==> src/rtl/uart_tx_fifo.sv <==
`default_nettype none
// ============================================================================
// Module      : uart_tx_fifo
// Description : UART transmitter with an integrated transmit FIFO.
//               Characters enter through a valid/ready write port and are
//               serialised LSB first on tx, back-to-back with no idle gap.
//               Baud divisor, data width, parity and stop bits are set by
//               parameters.
// Ports       : clk        - system clock, all logic on posedge
//               rst_n      - synchronous active-low reset
//               wr_data    - character to enqueue
//               wr_valid   - wr_data valid
//               wr_ready   - FIFO can accept a character this cycle
//               fifo_count - entries queued, excluding the frame on the line
//               busy       - a frame is on the line
//               tx         - registered serial output, idle high
// Revision    : 1.0 - initial release
// ============================================================================
module uart_tx_fifo #(
    parameter int CLK_FREQ   = 100000000,
    parameter int BAUD       = 115200,
    parameter int DATA_BITS  = 8,
    parameter int PARITY     = 0,
    parameter int STOP_BITS  = 1,
    parameter int FIFO_DEPTH = 16
) (
    input  logic                          clk,
    input  logic                          rst_n,
    input  logic [DATA_BITS-1:0]          wr_data,
    input  logic                          wr_valid,
    output logic                          wr_ready,
    output logic [$clog2(FIFO_DEPTH):0]   fifo_count,
    output logic                          busy,
    output logic                          tx
);

    // ------------------------------------------------------------------
    // Derived constants
    // ------------------------------------------------------------------
    localparam int c_CLK_PER_BIT = CLK_FREQ / BAUD;
    localparam int c_BAUD_W      = $clog2(c_CLK_PER_BIT);
    localparam int c_PTR_W       = $clog2(FIFO_DEPTH);
    localparam int c_CNT_W       = c_PTR_W + 1;

    localparam logic [c_BAUD_W-1:0] c_BAUD_LAST = c_BAUD_W'(c_CLK_PER_BIT - 1);
    localparam logic [c_BAUD_W-1:0] c_BAUD_ONE  = c_BAUD_W'(1);
    localparam logic [3:0]          c_DATA_LAST = 4'(DATA_BITS - 1);
    localparam logic [3:0]          c_STOP_LAST = 4'(STOP_BITS - 1);
    localparam logic [3:0]          c_BIT_ONE   = 4'd1;
    localparam logic [c_CNT_W-1:0]  c_FULL      = c_CNT_W'(FIFO_DEPTH);
    localparam logic [c_CNT_W-1:0]  c_CNT_ONE   = c_CNT_W'(1);
    localparam logic [c_PTR_W-1:0]  c_PTR_ONE   = c_PTR_W'(1);

    // ------------------------------------------------------------------
    // Line state machine encoding
    // ------------------------------------------------------------------
    typedef enum logic [2:0] {
        S_IDLE   = 3'd0,
        S_START  = 3'd1,
        S_DATA   = 3'd2,
        S_PARITY = 3'd3,
        S_STOP   = 3'd4
    } state_t;

    // ------------------------------------------------------------------
    // Storage and state
    // ------------------------------------------------------------------
    logic [DATA_BITS-1:0] r_mem [FIFO_DEPTH];
    logic [c_PTR_W-1:0]   r_wr_ptr;
    logic [c_PTR_W-1:0]   r_rd_ptr;
    logic [c_CNT_W-1:0]   r_count;

    state_t               r_state;
    logic [DATA_BITS-1:0] r_shift;
    logic                 r_par;
    logic [c_BAUD_W-1:0]  r_baud;
    logic [3:0]           r_bit;
    logic                 r_tx;

    logic                 w_push;
    logic                 w_pop;
    logic                 w_baud_done;
    logic                 w_frame_end;
    logic [DATA_BITS-1:0] w_head;
    logic                 w_head_par;

    // ------------------------------------------------------------------
    // Handshake and pop decision
    // ------------------------------------------------------------------
    // Readiness looks only at the registered count, so a full FIFO refuses
    // a write even when the line pops an entry on the same edge.
    assign wr_ready    = rst_n && (r_count < c_FULL);
    assign w_push      = wr_valid && wr_ready;

    assign w_baud_done = (r_baud == c_BAUD_LAST);
    // Final edge of the last stop bit: the next frame may start here.
    assign w_frame_end = (r_state == S_STOP) && w_baud_done && (r_bit == c_STOP_LAST);

    // An entry written on this same edge is not yet counted, so it cannot
    // be popped until the following edge.
    assign w_pop       = (r_count != '0) && ((r_state == S_IDLE) || w_frame_end);

    assign w_head      = r_mem[r_rd_ptr];

    // ------------------------------------------------------------------
    // Parity of the character at the FIFO head, latched with the pop
    // ------------------------------------------------------------------
    generate
        if (PARITY == 1) begin : g_par_odd
            assign w_head_par = ~(^w_head);
        end else if (PARITY == 2) begin : g_par_even
            assign w_head_par = ^w_head;
        end else begin : g_par_none
            assign w_head_par = 1'b0;
        end
    endgenerate

    // ------------------------------------------------------------------
    // FIFO storage; writes are already qualified by rst_n via wr_ready
    // ------------------------------------------------------------------
    always_ff @(posedge clk) begin
        if (w_push) begin
            r_mem[r_wr_ptr] <= wr_data;
        end
    end

    // ------------------------------------------------------------------
    // FIFO pointers and occupancy; pointers wrap naturally at the power of
    // two depth, full/empty are told apart by the count.
    // ------------------------------------------------------------------
    always_ff @(posedge clk) begin
        if (!rst_n) begin
            r_wr_ptr <= '0;
            r_rd_ptr <= '0;
            r_count  <= '0;
        end else begin
            if (w_push) begin
                r_wr_ptr <= r_wr_ptr + c_PTR_ONE;
            end
            if (w_pop) begin
                r_rd_ptr <= r_rd_ptr + c_PTR_ONE;
            end
            case ({w_push, w_pop})
                2'b10:   r_count <= r_count + c_CNT_ONE;
                2'b01:   r_count <= r_count - c_CNT_ONE;
                default: r_count <= r_count;
            endcase
        end
    end

    // ------------------------------------------------------------------
    // Serialiser. Every bit period starts on the edge that changes tx and
    // lasts c_CLK_PER_BIT cycles: r_baud restarts at zero on that edge and
    // the period ends on the edge where it reads c_BAUD_LAST.
    // ------------------------------------------------------------------
    always_ff @(posedge clk) begin
        if (!rst_n) begin
            r_state <= S_IDLE;
            r_tx    <= 1'b1;
            r_shift <= '0;
            r_par   <= 1'b0;
            r_baud  <= '0;
            r_bit   <= '0;
        end else begin
            case (r_state)
                S_IDLE: begin
                    r_baud <= '0;
                    r_bit  <= '0;
                    if (w_pop) begin
                        r_shift <= w_head;
                        r_par   <= w_head_par;
                        r_tx    <= 1'b0;
                        r_state <= S_START;
                    end else begin
                        r_tx    <= 1'b1;
                    end
                end

                S_START: begin
                    if (w_baud_done) begin
                        r_baud  <= '0;
                        r_bit   <= '0;
                        r_tx    <= r_shift[0];
                        r_shift <= r_shift >> 1;
                        r_state <= S_DATA;
                    end else begin
                        r_baud  <= r_baud + c_BAUD_ONE;
                    end
                end

                S_DATA: begin
                    if (w_baud_done) begin
                        r_baud <= '0;
                        if (r_bit == c_DATA_LAST) begin
                            r_bit <= '0;
                            if (PARITY != 0) begin
                                r_tx    <= r_par;
                                r_state <= S_PARITY;
                            end else begin
                                r_tx    <= 1'b1;
                                r_state <= S_STOP;
                            end
                        end else begin
                            r_bit   <= r_bit + c_BIT_ONE;
                            r_tx    <= r_shift[0];
                            r_shift <= r_shift >> 1;
                        end
                    end else begin
                        r_baud <= r_baud + c_BAUD_ONE;
                    end
                end

                S_PARITY: begin
                    if (w_baud_done) begin
                        r_baud  <= '0;
                        r_bit   <= '0;
                        r_tx    <= 1'b1;
                        r_state <= S_STOP;
                    end else begin
                        r_baud  <= r_baud + c_BAUD_ONE;
                    end
                end

                S_STOP: begin
                    if (w_baud_done) begin
                        r_baud <= '0;
                        if (r_bit == c_STOP_LAST) begin
                            r_bit <= '0;
                            // Chain straight into the next start bit when
                            // more data is waiting: no idle-high cycle.
                            if (w_pop) begin
                                r_shift <= w_head;
                                r_par   <= w_head_par;
                                r_tx    <= 1'b0;
                                r_state <= S_START;
                            end else begin
                                r_tx    <= 1'b1;
                                r_state <= S_IDLE;
                            end
                        end else begin
                            r_bit <= r_bit + c_BIT_ONE;
                            r_tx  <= 1'b1;
                        end
                    end else begin
                        r_baud <= r_baud + c_BAUD_ONE;
                    end
                end

                default: begin
                    r_state <= S_IDLE;
                    r_tx    <= 1'b1;
                    r_baud  <= '0;
                    r_bit   <= '0;
                end
            endcase
        end
    end

    // ------------------------------------------------------------------
    // Outputs
    // ------------------------------------------------------------------
    assign tx         = r_tx;
    assign busy       = (r_state != S_IDLE);
    assign fifo_count = r_count;

endmodule
`default_nettype wire

==> config.mk <==
export PLATFORM = sky130hd
export DESIGN_NAME = uart_tx_fifo
export DESIGN_NICKNAME = d
export VERILOG_FILES = /design/src/rtl/uart_tx_fifo.sv
export SDC_FILE = /design/constraint.sdc
export NUM_CORES = 1
export LEC_CHECK = 0
export CORE_ASPECT_RATIO = 1.2
export CORE_MARGIN = 2
export CORE_UTILIZATION = 34
export CTS_CLUSTER_SIZE = 28
export DETAILED_ROUTE_END_ITERATION = 12
export DONT_BUFFER_PORTS = 1
export PLACE_DENSITY = 0.47
export SLEW_MARGIN = 10
export SYNTH_ARGS = -nofsm -noshare
export SYNTH_HDL_FRONTEND = slang
export SYNTH_SLANG_ARGS = --single-unit
==> constraint.sdc <==
create_clock -name clk -period 5.8 [get_ports clk]
set_input_delay 0.87 -clock clk [delete_from_list [all_inputs] [get_ports clk]]
set_output_delay 0.87 -clock clk [all_outputs]
set_load 0.02 [all_outputs]
# == Yosys cells after proc, flatten, opt, wreduce, memory -nomap -nowiden ==
# Memories as Yosys holds them, arrays and structs flattened. A register that Yosys moved wholly into a read port is not among the register bits.
# Index checks and enable logic that the tools add are counted.
# totals
reg_bits,39
ram_bits,128
inputBits,11
output_inout_bits,8
word_cells,89
mem_count,1
# mem_list
name,words,word_bits,read_ports,rd_clocked_by_memory_dff,wr,line,rtl
r_mem,16,8,1,1,1,68,logic [DATA_BITS-1:0] r_mem [FIFO_DEPTH];
# op_classes
add_sub_neg,6
magnitude_cmp,1
n_eq_ne,17
mux,35
bitwise_logic,2
reduce_logical,19
# op_table
op,n
$mux W8,6
$pmux W8 S4,1
$mux W4,7
$mux W3,7
$pmux W3 S5,1
$ne A2 B2 Y1 const B,7
$add A4 B1 Y4 const B,3
$pmux W4 S3,1
$add A10 B1 Y10 const B,1
$eq A10 B10 Y1 const B,1
$mux W1,10
$pmux W5 S2,1
$reduce_and A7 Y1,1
$eq A3 B2 Y1 const B,2
$reduce_and A6 Y1,1
$add A5 B1 Y5 const B,1
$logic_and A1 B1 Y1,5
$lt A5 B5 Y1 const B,1
$pmux W1 S5,1
$reduce_bool A5 Y1,1
$sub A5 B1 Y5 const B,1
$eq A4 B3 Y1 const B,1
$logic_not A4 Y1,1
$ne A2 B1 Y1 const B,2
other kinds (15),16

# == Depth between registers and ports, before layout ==
# Gate-level depths: netlist of the first run.
# depth
depth_word,9
ltp_mapped,15

# == Worst setup path before layout of the first run ==
# OpenSTA, ideal clock, no wires.
# synth_timing
kind,input port to flip-flop
from,in rst_n
to,"reg r_count[4], in the netlist fifo_count[4]"
setup_time_ps,115
arrival_time_ps,3331
required_time_ps,5685
setup_slack_ps,2354
stages,13
n_path_buf,2
path_cell_list,nor2b_1 and2_1 clkbuf_1 inv_1 ha_1 clkbuf_1 xor2_1 ha_1 o21a_1 o21a_1 o21a_1 o21a_1 o21a_1
# synth_between
elab_chain_len,4
word_cells_on_any_way,6
# synth_rtl
element,line,rtl
start: declaration,28,"input logic rst_n,"
$logic_and A1 B1 Y1,92,assign wr_ready = rst_n && (r_count < c_FULL);
$logic_and A1 B1 Y1,93,assign w_push = wr_valid && wr_ready;
$eq A2 B1 Y1 or $eq A2 B2 Y1 (tied branches),143,"case ({w_push, w_pop})"
$pmux W5 S2 or $reduce_bool A2 Y1 (tied branches),--,
end signal: assignment,144,2'b10: r_count <= r_count + c_CNT_ONE;
end signal: assignment,145,2'b01: r_count <= r_count - c_CNT_ONE;
end signal: assignment,146,default: r_count <= r_count;
end: declaration,71,logic [c_CNT_W-1:0] r_count;
# Parallel ways exist; a longest one is shown, timed or not.
# A chain may end at the register's enable or synchronous reset.

# == Worst setup path after layout of the first run ==
# layout_timing
from,"reg r_count[1], in the netlist fifo_count[1]"
to,"reg r_count[4], in the netlist fifo_count[4]"
# layout_between
elab_chain_len,5
word_cells_on_any_way,11
# layout_rtl
element,line
$lt A5 B5 Y1,92
$logic_and A1 B1 Y1,92
$logic_and A1 B1 Y1,93
$eq A2 B1 Y1 or $eq A2 B2 Y1 (tied branches),143
$pmux W5 S2 or $reduce_bool A2 Y1 (tied branches),--
# Parallel ways exist; a longest one is shown, timed or not.

==> run metrics, run 1 <==
Worst Setup Path Type=reg2reg; final critical delay including setup and external delays=3231 ps; total power per unit cell area=437.6 mW/mm^2; Max Buffers Root-to-Sink=2; total negative slack for setup checks=0 ps; initial standard-cell utilization of the core=34.61%; warnings from Yosys=0; library cell occupying the most area in the post-synthesis netlist=sky130_fd_sc_hd__edfxtp_1; post-placement setup slack=2273 ps; full die area=0.02254 sq mm; total power=3.569 mW; hold_ws=465.5 ps; area inside the core boundary=0.02097 sq mm; global-route total usage across every layer=14.45%; actual transition at the worst max-transition pin=1050 ps; count of unique library cells instantiated by Yosys=61; number of hold-repair buffers added at the cts stage=0; clock root buffer=sky130_fd_sc_hd__clkbuf_16; Routed wire per std cell=19.73 microns; synthesized area=0.007259 sq mm; post-CTS setup buffers=0; drt first-iter violations=224; Worst-Skew Late Latency=430 ps; leading cell types in the layout, fill and taps excluded=128 x sky130_fd_sc_hd__edfxtp_1, 42 x sky130_fd_sc_hd__nor2_1, 42 x sky130_fd_sc_hd__dfxtp_1; Routability Congestion=0.7576; number of nets in the synthesized netlist=498; number of max-capacitance violations reported=0; Final Non-Filler Cells=761; fmax=0.3095 GHz; Layout area overhead=12.34%; antenna violations before repair=0; Post-Syn Instances=475; multi-input gate area in the final layout=0.002352 sq mm; Placement Cell Area=0.007520 sq mm; Hold Violations, Final=0; Crit Path Max Fanout=9; flop and latch count out of synthesis=171; Register-to-Register Setup Slack=2570 ps; Hold WC Path Type=reg2reg; post-detail-place hpwl=9792 microns; CTS resizes=0; std cell rows=58; number of remaining DRC errors=0; most frequently used flop master after synthesis=sky130_fd_sc_hd__edfxtp_1; number of buffers created by CTS=17; detail-routed via count per cell=5.113; Final nets=501; number of flops mapped to enable cells by yosys=128; post-route worst setup slack=2569 ps; summed area of non-filler cells in the final layout=0.008155 sq mm; maximum level of the CTS H-tree=4; area taken by flip-flops and latches=0.004706 sq mm; Worst slew margin=29.77%; total length of routed wires=15,010 microns; leakage=2.631 nW; area share of the leading cell type in the synthesized netlist=52.95%; startpoint types=flop; Top-Level Pins=19; Async SR Flop Fraction=0%; Die X-Extent=137.4 microns; sink count of the clock tree=171; total congestion overflow=0; placed instance count=729; Final period util=55.72%; CP required=6120 ps; I/O Buffers=0; Clock Pin Slew Worst Setup and Hold Paths=70 ps; number of search-and-repair iterations in the first detailed-routing pass=7; most common library cell in the layout ignoring fill and taps=sky130_fd_sc_hd__edfxtp_1; count of nets left with antenna violations after detail routing=0; final setup violation count=0; utilization of the core after routing=38.89%; diode insertion count for antenna repair=0; TritonCTS clock tree=built; run status=finished, final reports clean; fraction of final layout cells sized beyond drive strength 1=19.76%; sequential share of the synthesized area=64.81%; die boundary height=164.1 microns; number of global-route vias before repair=4,029; IR drop worst, VDD=0.2159 mV; worst endpoint data arrival time=3550 ps; first-pass GRT wire length=23,550 microns; kind of end point of the critical path=flop; Syn Area/Cell=15.28 sq um; Area contributors post-synth=sky130_fd_sc_hd__edfxtp_1 53%, sky130_fd_sc_hd__dfxtp_1 12%, sky130_fd_sc_hd__mux4_2 9.9%; number of max-slew violations in the final report=0; routed vias=3,891; setup repair after global routing missed its margin=false; Clock Skew=11.26 ps; pin count of the biggest net entering global routing=28; fill cell instance count of the final layout=1,949
report_power, final:
part           internal, mW  total (mW)  switching, mW
clock                 0.732        1.22          0.488
combinational         0.397       0.868          0.472
sequential             1.39        1.48         0.0899
critical path: stages (launching register included):
cell                      delay (ps)
sky130_fd_sc_hd__dfxtp_1         460
sky130_fd_sc_hd__or4_4           600
sky130_fd_sc_hd__o21ai_1         180
sky130_fd_sc_hd__a21o_1          210
sky130_fd_sc_hd__inv_2           100
sky130_fd_sc_hd__ha_1            300
sky130_fd_sc_hd__xor2_1          180
sky130_fd_sc_hd__ha_1            230
sky130_fd_sc_hd__o21a_1          180
sky130_fd_sc_hd__o21a_1          170
sky130_fd_sc_hd__o21a_1          180
sky130_fd_sc_hd__o21a_1          180
sky130_fd_sc_hd__o21a_1          170
layout make-up:
class	instances	share of cell area [%]
multi-input cells	263	28.84
clock buffers	17	5.216
well taps	270	4.142
flip-flops and latches	171	57.70
clock inverters	15	2.577
inverters	17	0.7824
repair buffers	8	0.7364
cells in the mapped netlist (all sizes together), types with 7 or more instances:
| cell | instances |
|---|---|
| clkbuf | 7 |
| nor2 | 43 |
| xor2 | 10 |
| buf | 17 |
| dfxtp | 43 |
| o21a | 7 |
| edfxtp | 128 |
| o21ai | 13 |
| nand2 | 17 |
| a211oi | 7 |
| mux2 | 8 |
| nor3 | 7 |
| mux2i | 9 |
| ha | 12 |
| mux4 | 32 |
| a21oi | 12 |
| xnor2 | 7 |
| a22oi | 7 |
| inv | 16 |
| a221oi | 8 |
worst paths after layout:
kind                       from             to  depth (start not counted)
setup / recovery  fifo_count[1]  fifo_count[4]                         12
setup reg to reg  fifo_count[1]  fifo_count[4]                         12
hold / removal        r_baud[0]      r_baud[0]                          1
hold reg to reg       r_baud[0]      r_baud[0]                          1
registers in the layout, summed over array words and instances (netlist names), named ones only:
| signal | flops |
|---|---|
| r_shift | 8 |
| r_rd_ptr | 4 |
| r_wr_ptr | 4 |
| r_baud | 10 |
| tx | 1 |
| r_bit | 4 |
| r_state | 3 |
| fifo_count | 5 |
| r_mem | 128 |
logic make-up (layout without fill, tap and decap cells):
kind of cell / count (synthesis) / after routing / share of synthesized area [%]
DFF: 171 / 171 / 64.81
and+or+nand+nor: 112 / 112 / 8.083
AOI/OAI and AO/OA: 72 / 72 / 7.653
muxes: 49 / 49 / 12.41
buffers and inverters: 41 / 57 / 2.792
xor gates and xnor gates: 17 / 17 / 2.051
adders and majority gates: 13 / 13 / 2.206
per-layer routing:
layer	wire length, microns	track usage [%]	up-vias
met2	7669	24.65	79
met3	636	3.580	15
li1	-	-	1832
met4	163	4.358	0
met1	6544	18.08	1965
met5	0	0	-
No activity file was read; power rests on OpenSTA's default activity.
==> run 2, diff against run 1 <==
Settings changed: PLACE_DENSITY 0.47 to 0.49.
Clock period 5.8 ns to 2.68 ns, I/O delays scaled along.
==> run 2 against run 1 <==
  * Clock power is 99% higher
  * Flip-flop and latch count unchanged
  * Routed wire length grew 1.0%
  * Sequential share of layout area down 1.8 points
  * Worst hold slack worse by 410 ps
  * Cell area rose by 3.4%
  * Critical path depth is the same
  * Clock skew increased by 5.4 ps
  * Final cell count increased by 4.3%
==> run metrics, run 2 (same netlist as run 1, synthesis figures left out) <==
run status=finished, final reports clean; kind of end point of the critical path=flop; sink count of the clock tree=171; Hold Violations, Final=0; Die X-Extent=137.4 microns; post-placement setup slack=16.72 ps; fraction of final layout cells sized beyond drive strength 1=26.53%; Max Buffers Root-to-Sink=2; met1 track demand over resource in global routing=17.64%; total length of routed wires=15,160 microns; final setup violation count=0; sequence of cells on the critical path=or4_4 > o21ai_4 > a21o_1 > inv_2 > ha_4 > xor2_1 > ha_2 > o21a_1 > o21a_1 > o21a_1 > o21a_1 > o21a_1; std cell rows=58; post-detail-place hpwl=10,360 microns; pin count of the biggest net entering global routing=26; clock root buffer=sky130_fd_sc_hd__clkbuf_16; number of buffers created by CTS=17; GRT Max-Usage Layer=met2; startpoint types=flop; area inside the core boundary=0.02097 sq mm; most frequent CP cell=sky130_fd_sc_hd__o21a_1; maximum level of the CTS H-tree=4; Worst R2R End=fifo_count[4]; Hold WC Path Type=in2reg; register containing the most flip-flops in the final layout=r_mem; leading cell types in the layout, fill and taps excluded=128 x sky130_fd_sc_hd__edfxtp_1, 42 x sky130_fd_sc_hd__nor2_1, 39 x sky130_fd_sc_hd__dfxtp_1, 39 x sky130_fd_sc_hd__buf_4, 32 x sky130_fd_sc_hd__mux4_2; hold endpoint=r_mem[10][2]; number of hold-repair buffers added at the cts stage=0; detail-routed via count per cell=5.098; post-route worst setup slack=23.90 ps; actual transition at the worst max-transition pin=656.5 ps; utilization of the core after routing=40.22%; worst r2r path cells=12; slowest cell on the critical path=sky130_fd_sc_hd__or4_4; Final period util=99.11%; flip-flop count of the largest register after layout=128; most common library cell in the layout ignoring fill and taps=sky130_fd_sc_hd__edfxtp_1; routed vias=4,048; routing usage on met2=25.89%; Layout area overhead=16.20%; number of max-capacitance violations reported=0; post-CTS setup buffers=0; largest registers in the final layout=r_mem: 128 flops, r_baud: 10 flops, r_shift: 8 flops; peak per-stage delay on the critical path=550 ps; antenna violations before repair=0; fill cell instance count of the final layout=1,932; global-route total usage across every layer=14.63%; Clock Pin Slew Worst Setup and Hold Paths=80 ps; Worst-Skew Late Latency=430 ps; CP required=2990 ps; final critical delay including setup and external delays=2656 ps; setup repair after global routing missed its margin=true; IR drop worst, VDD=0.5814 mV; full die area=0.02254 sq mm; Crit Path Max Fanout=3; number of global-route vias before repair=4,209; global-route met3 utilization=2.840%; first-pass GRT wire length=23,880 microns; Register-to-Register Setup Slack=20 ps; number of search-and-repair iterations in the first detailed-routing pass=4; Final nets=534; count of nets left with antenna violations after detail routing=0; number of max-slew violations in the final report=0; number of remaining DRC errors=0; leakage=2.790 nW; I/O Buffers=0; Routability Congestion=0.7459; Cells on Worst Hold Path=0; worst endpoint data arrival time=2970 ps; Worst slew margin=55.83%; die boundary height=164.1 microns; Clock Skew=16.63 ps; drt first-iter violations=216; total power per unit cell area=924.4 mW/mm^2; R2R Path Start=fifo_count[0]; Top-Level Pins=19; diode insertion count for antenna repair=0; Routed wire per std cell=19.10 microns; critical hold path startpoint=wr_data[2]; Worst Setup Path Type=reg2reg; total congestion overflow=0; TritonCTS clock tree=built; initial standard-cell utilization of the core=34.61%; fmax=0.3765 GHz
[run 2: cell count changes in the layout (fill, tap and decap cells not counted), moves of 3 or more]
cell and change:
sky130_fd_sc_hd__buf_4 +31, sky130_fd_sc_hd__bufinv_16 -4, sky130_fd_sc_hd__clkinv_8 +4, sky130_fd_sc_hd__dfxtp_1 -3
sky130_fd_sc_hd__ha_1 -3, sky130_fd_sc_hd__inv_8 +3
[run 2: layout make-up]
cell class | count | area (sq um) | area share (%)
Sequential cell | 171 | 4715 | 55.89
Clock buffer | 17 | 425.4 | 5.043
Timing Repair Buffer | 41 | 332.8 | 3.945
Clock inverter | 15 | 173.9 | 2.062
Tap cell | 270 | 337.8 | 4.005
Inverter | 17 | 63.81 | 0.7565
Multi-Input combinational cell | 263 | 2387 | 28.30
[run 2: power by group]
group	leakage [nW]	switching, mW	internal (mW)
combinational	0.998	1.12	1.07
sequential	1.51	0.159	3.02
clock	0.287	1.17	1.26
[run 2: critical path: cells and delay by family (launching register included)]
| family | cells | cell delay, ps |
|---|---|---|
| AO/OA/AOI/OAI | 7 | 1140 |
| flip-flops | 1 | 320 |
| buffers and inverters | 1 | 60 |
| XOR/XNOR | 1 | 140 |
| AND/OR/NAND/NOR | 1 | 550 |
| adder cells (fa/ha/maj) | 2 | 340 |
[run 2: worst max-delay path by stage]
stage,endpoint,slack (ps),startpoint
floorplan,fifo_count[4],-260,fifo_count[2]
global placement,fifo_count[4],50,fifo_count[2]
detailed placement,fifo_count[4],20,fifo_count[0]
CTS,fifo_count[4],10,fifo_count[0]
global route,fifo_count[4],-110,fifo_count[0]
finish,fifo_count[4],20,fifo_count[0]
[run 2: what timing repair did]
item                                    in CTS  in global routing
resized for setup                            0                  4
pin swaps                                    1                  0
endpoints found under the setup margin       1                  2
gates cloned                                 0                  0
[run 2: metrics by stage]
stage / hold WS, ps / instance area (sq um) / power, mW / cells / setup TNS (ps)
2_1_floorplan: 429.7 / 7302 / 4.834 / 475 / -311.5
3_3_place_gp: 440.2 / 7819 / 5.398 / 762 / 0
3_5_place_dp: 454.5 / 7819 / 5.432 / 762 / 0
4_1_cts: 45.22 / 8418 / 7.877 / 794 / 0
5_1_grt: 32.28 / 8436 / 8.209 / 794 / -109.6
6_report: 59.39 / 8436 / 7.798 / 794 / 0
[run 2: per-layer routing]
| layer | vias to the layer above | routed length, microns |
|---|---|---|
| met3 | 15 | 535 |
| met4 | 0 | 199 |
| met5 | - | 0 |
| met1 | 2059 | 6472 |
| met2 | 77 | 7956 |
| li1 | 1897 | - |
==> run 3, diff against run 2 <==
Clock period 2.68 ns to 2.44 ns, I/O delays scaled along.
==> run 3 against run 2 <==
  * The run now ends with setup timing left
  * Largest cell class unchanged
  * Critical endpoint unchanged
  * Final cell count rose by 2.9%
  * Largest power group unchanged
  * Combinational power grew 17%
  * Critical path depth is the same
  * Worst setup slack got worse by 200 ps
==> run metrics, run 3 (same netlist as run 1, synthesis figures left out) <==
leakage=2.923 nW; run status=complete, but fails checks; Power Internal=6.067 mW; Register-to-Register Setup Slack=-180 ps; final setup violation count=2; drt first-iter violations=221; flip-flop count of the largest register after layout=128; proportion of power drawn by the clock network=31.5%; Worst-Skew Late Latency=420 ps; number of gates on the worst path with buffers counted=12; Hold WC Path Type=in2reg; summed area of non-filler cells in the final layout=0.008623 sq mm; GRT Max-Usage Layer=met2; global-route total usage across every layer=14.38%; leading cell types in the layout, fill and taps excluded=128 x sky130_fd_sc_hd__edfxtp_1, 63 x sky130_fd_sc_hd__buf_4, 42 x sky130_fd_sc_hd__nor2_1; worst r2r path cells=12; diode insertion count for antenna repair=0; TritonCTS clock tree=built; first-pass GRT wire length=23,940 microns; most frequent CP cell=sky130_fd_sc_hd__o21a_1; total length of routed wires=14,990 microns; peak per-stage delay on the critical path=540 ps; Final period util=107.4%; utilization of the core after routing=41.12%; combinational power share=29.2%; sink count of the clock tree=171; R2R Path Start=fifo_count[0]; number of buffers created by CTS=17; Worst Setup Path Type=reg2reg; actual transition at the worst max-transition pin=804.8 ps; Crit Path Max Fanout=3; Top-Level Pins=19; number of max-capacitance violations reported=0; final critical delay including setup and external delays=2620 ps; routed vias=4,073; Hold Violations, Final=0; Placement Cell Area=0.007949 sq mm; Clock Pin Slew Worst Setup and Hold Paths=80 ps; I/O Buffers=0; Seq pwr share=39.3%; slowest cell on the critical path=sky130_fd_sc_hd__or4_4; worst endpoint data arrival time=2940 ps; pin count of the biggest net entering global routing=28; total congestion overflow=0; Clock Skew=11.40 ps; multi-input gate area in the final layout=0.002397 sq mm; most common library cell in the layout ignoring fill and taps=sky130_fd_sc_hd__edfxtp_1; detail-routed via count per cell=4.985; Worst slew margin=46.35%; total power per unit cell area=1017 mW/mm^2; antenna violations before repair=0; hold_ws=32.46 ps; number of max-slew violations in the final report=0; Die X-Extent=137.4 microns; Worst R2R End=fifo_count[4]; CP required=2760 ps; clock root buffer=sky130_fd_sc_hd__clkbuf_16; Psw=2.700 mW; kind of cell with the highest combined delay on the critical path=compound AO/OA/AOI/OAI gates; register containing the most flip-flops in the final layout=r_mem; post-route worst setup slack=-179.9 ps; Routed wire per std cell=18.35 microns; Max Buffers Root-to-Sink=2; violated checks=setup timing; number of remaining DRC errors=0; Routability Congestion=0.7393; routing usage on met2=25.33%; fraction of final layout cells sized beyond drive strength 1=30.53%; area taken by flip-flops and latches=0.004715 sq mm; IR drop worst, VDD=0.5770 mV; Buffers & Inverters on Critical Path=1; std cell rows=58; Final nets=557; full die area=0.02254 sq mm; setup repair after global routing missed its margin=true; post-detail-place hpwl=10,420 microns; fmax=0.3817 GHz; fill cell instance count of the final layout=1,933; net switching share of the total power=30.80%; startpoint of the worst setup timing path=fifo_count[0]; met1 track demand over resource in global routing=17.34%; number of hold-repair buffers added at the cts stage=0; sequence of cells on the critical path=or4_4 > o21ai_2 > a21o_1 > inv_2 > ha_4 > xor2_1 > ha_2 > o21a_1 > o21a_1 > o21a_1 > o21a_1 > o21a_1; crit path capture=fifo_count[4]; maximum level of the CTS H-tree=4; global-route met3 utilization=3.704%; kind of end point of the critical path=flop; number of search-and-repair iterations in the first detailed-routing pass=4; initial standard-cell utilization of the core=34.61%; number of global-route vias before repair=4,269; area inside the core boundary=0.02097 sq mm; startpoint types=flop; die boundary height=164.1 microns; count of nets left with antenna violations after detail routing=0; largest registers in the final layout=r_mem: 128 flops, r_baud: 10 flops, r_shift: 8 flops; Layout area overhead=18.79%
## run 3: cell count changes in the layout (fill, tap and decap cells not counted), moves of 2 or more
| cell | before | now |
|---|---|---|
| sky130_fd_sc_hd__buf_4 | 39 | 63 |
| sky130_fd_sc_hd__inv_6 | 2 | 5 |
| sky130_fd_sc_hd__inv_8 | 6 | 4 |
| sky130_fd_sc_hd__o21ai_2 | 0 | 2 |
## run 3: worst min path at each step
stage | start | end | depth (start not counted)
6_report | wr_data[3] | r_mem[12][3] | 0
5_1_grt | wr_data[3] | r_mem[12][3] | 0
4_1_cts | wr_data[3] | r_mem[12][3] | 0
3_5_place_dp | r_shift[0] | r_shift[0] | 2
3_3_place_gp | r_shift[4] | r_shift[4] | 2
2_1_floorplan | r_baud[0] | r_baud[0] | 1
## run 3: power by group through the flow
stage	clock network, mW	registers (mW)	logic, mW
CTS	2.82	3.45	2.54
detailed placement	0	3.52	2.47
finish	2.76	3.45	2.56
global placement	0	3.51	2.44
floorplan	0	3.51	1.80
global route	2.95	3.47	2.81
## run 3: routing by layer
layer / vias to the layer above / share of wire [%] / routed length [microns]
met5: - / 0 / 0
met4: 0 / 1.0 / 155
met3: 9 / 3.2 / 476
met2: 51 / 53 / 7955
met1: 2068 / 43 / 6405
li1: 1945 / - / -
## run 3: stage by stage
stage          total power [mW]  worst slack, ps  TNS, ps  std cells
6_report                  8.768           -179.9   -283.6        817
4_1_cts                   8.817           -182.1   -293.6        817
2_1_floorplan             5.310           -504.6   -838.7        475
5_1_grt                   9.233           -281.0   -535.6        817
3_5_place_dp              5.986           -194.7   -250.4        781
3_3_place_gp              5.952           -182.2   -195.0        781
## run 3: area by class of cell
type,count,area share (%)
sequential,171,54.67
tap,270,3.918
inverter,17,0.7400
clock buffer,17,4.933
clock inverter,15,2.220
multi-input combinational,263,27.80
timing repair buffer,64,5.717
## run 3: what timing repair did
action                                  4_1_cts  5_1_grt
pin swaps                                     2        5
buffers inserted                              4        0
gates resized for setup                       1        8
endpoints found under the setup margin        2        3
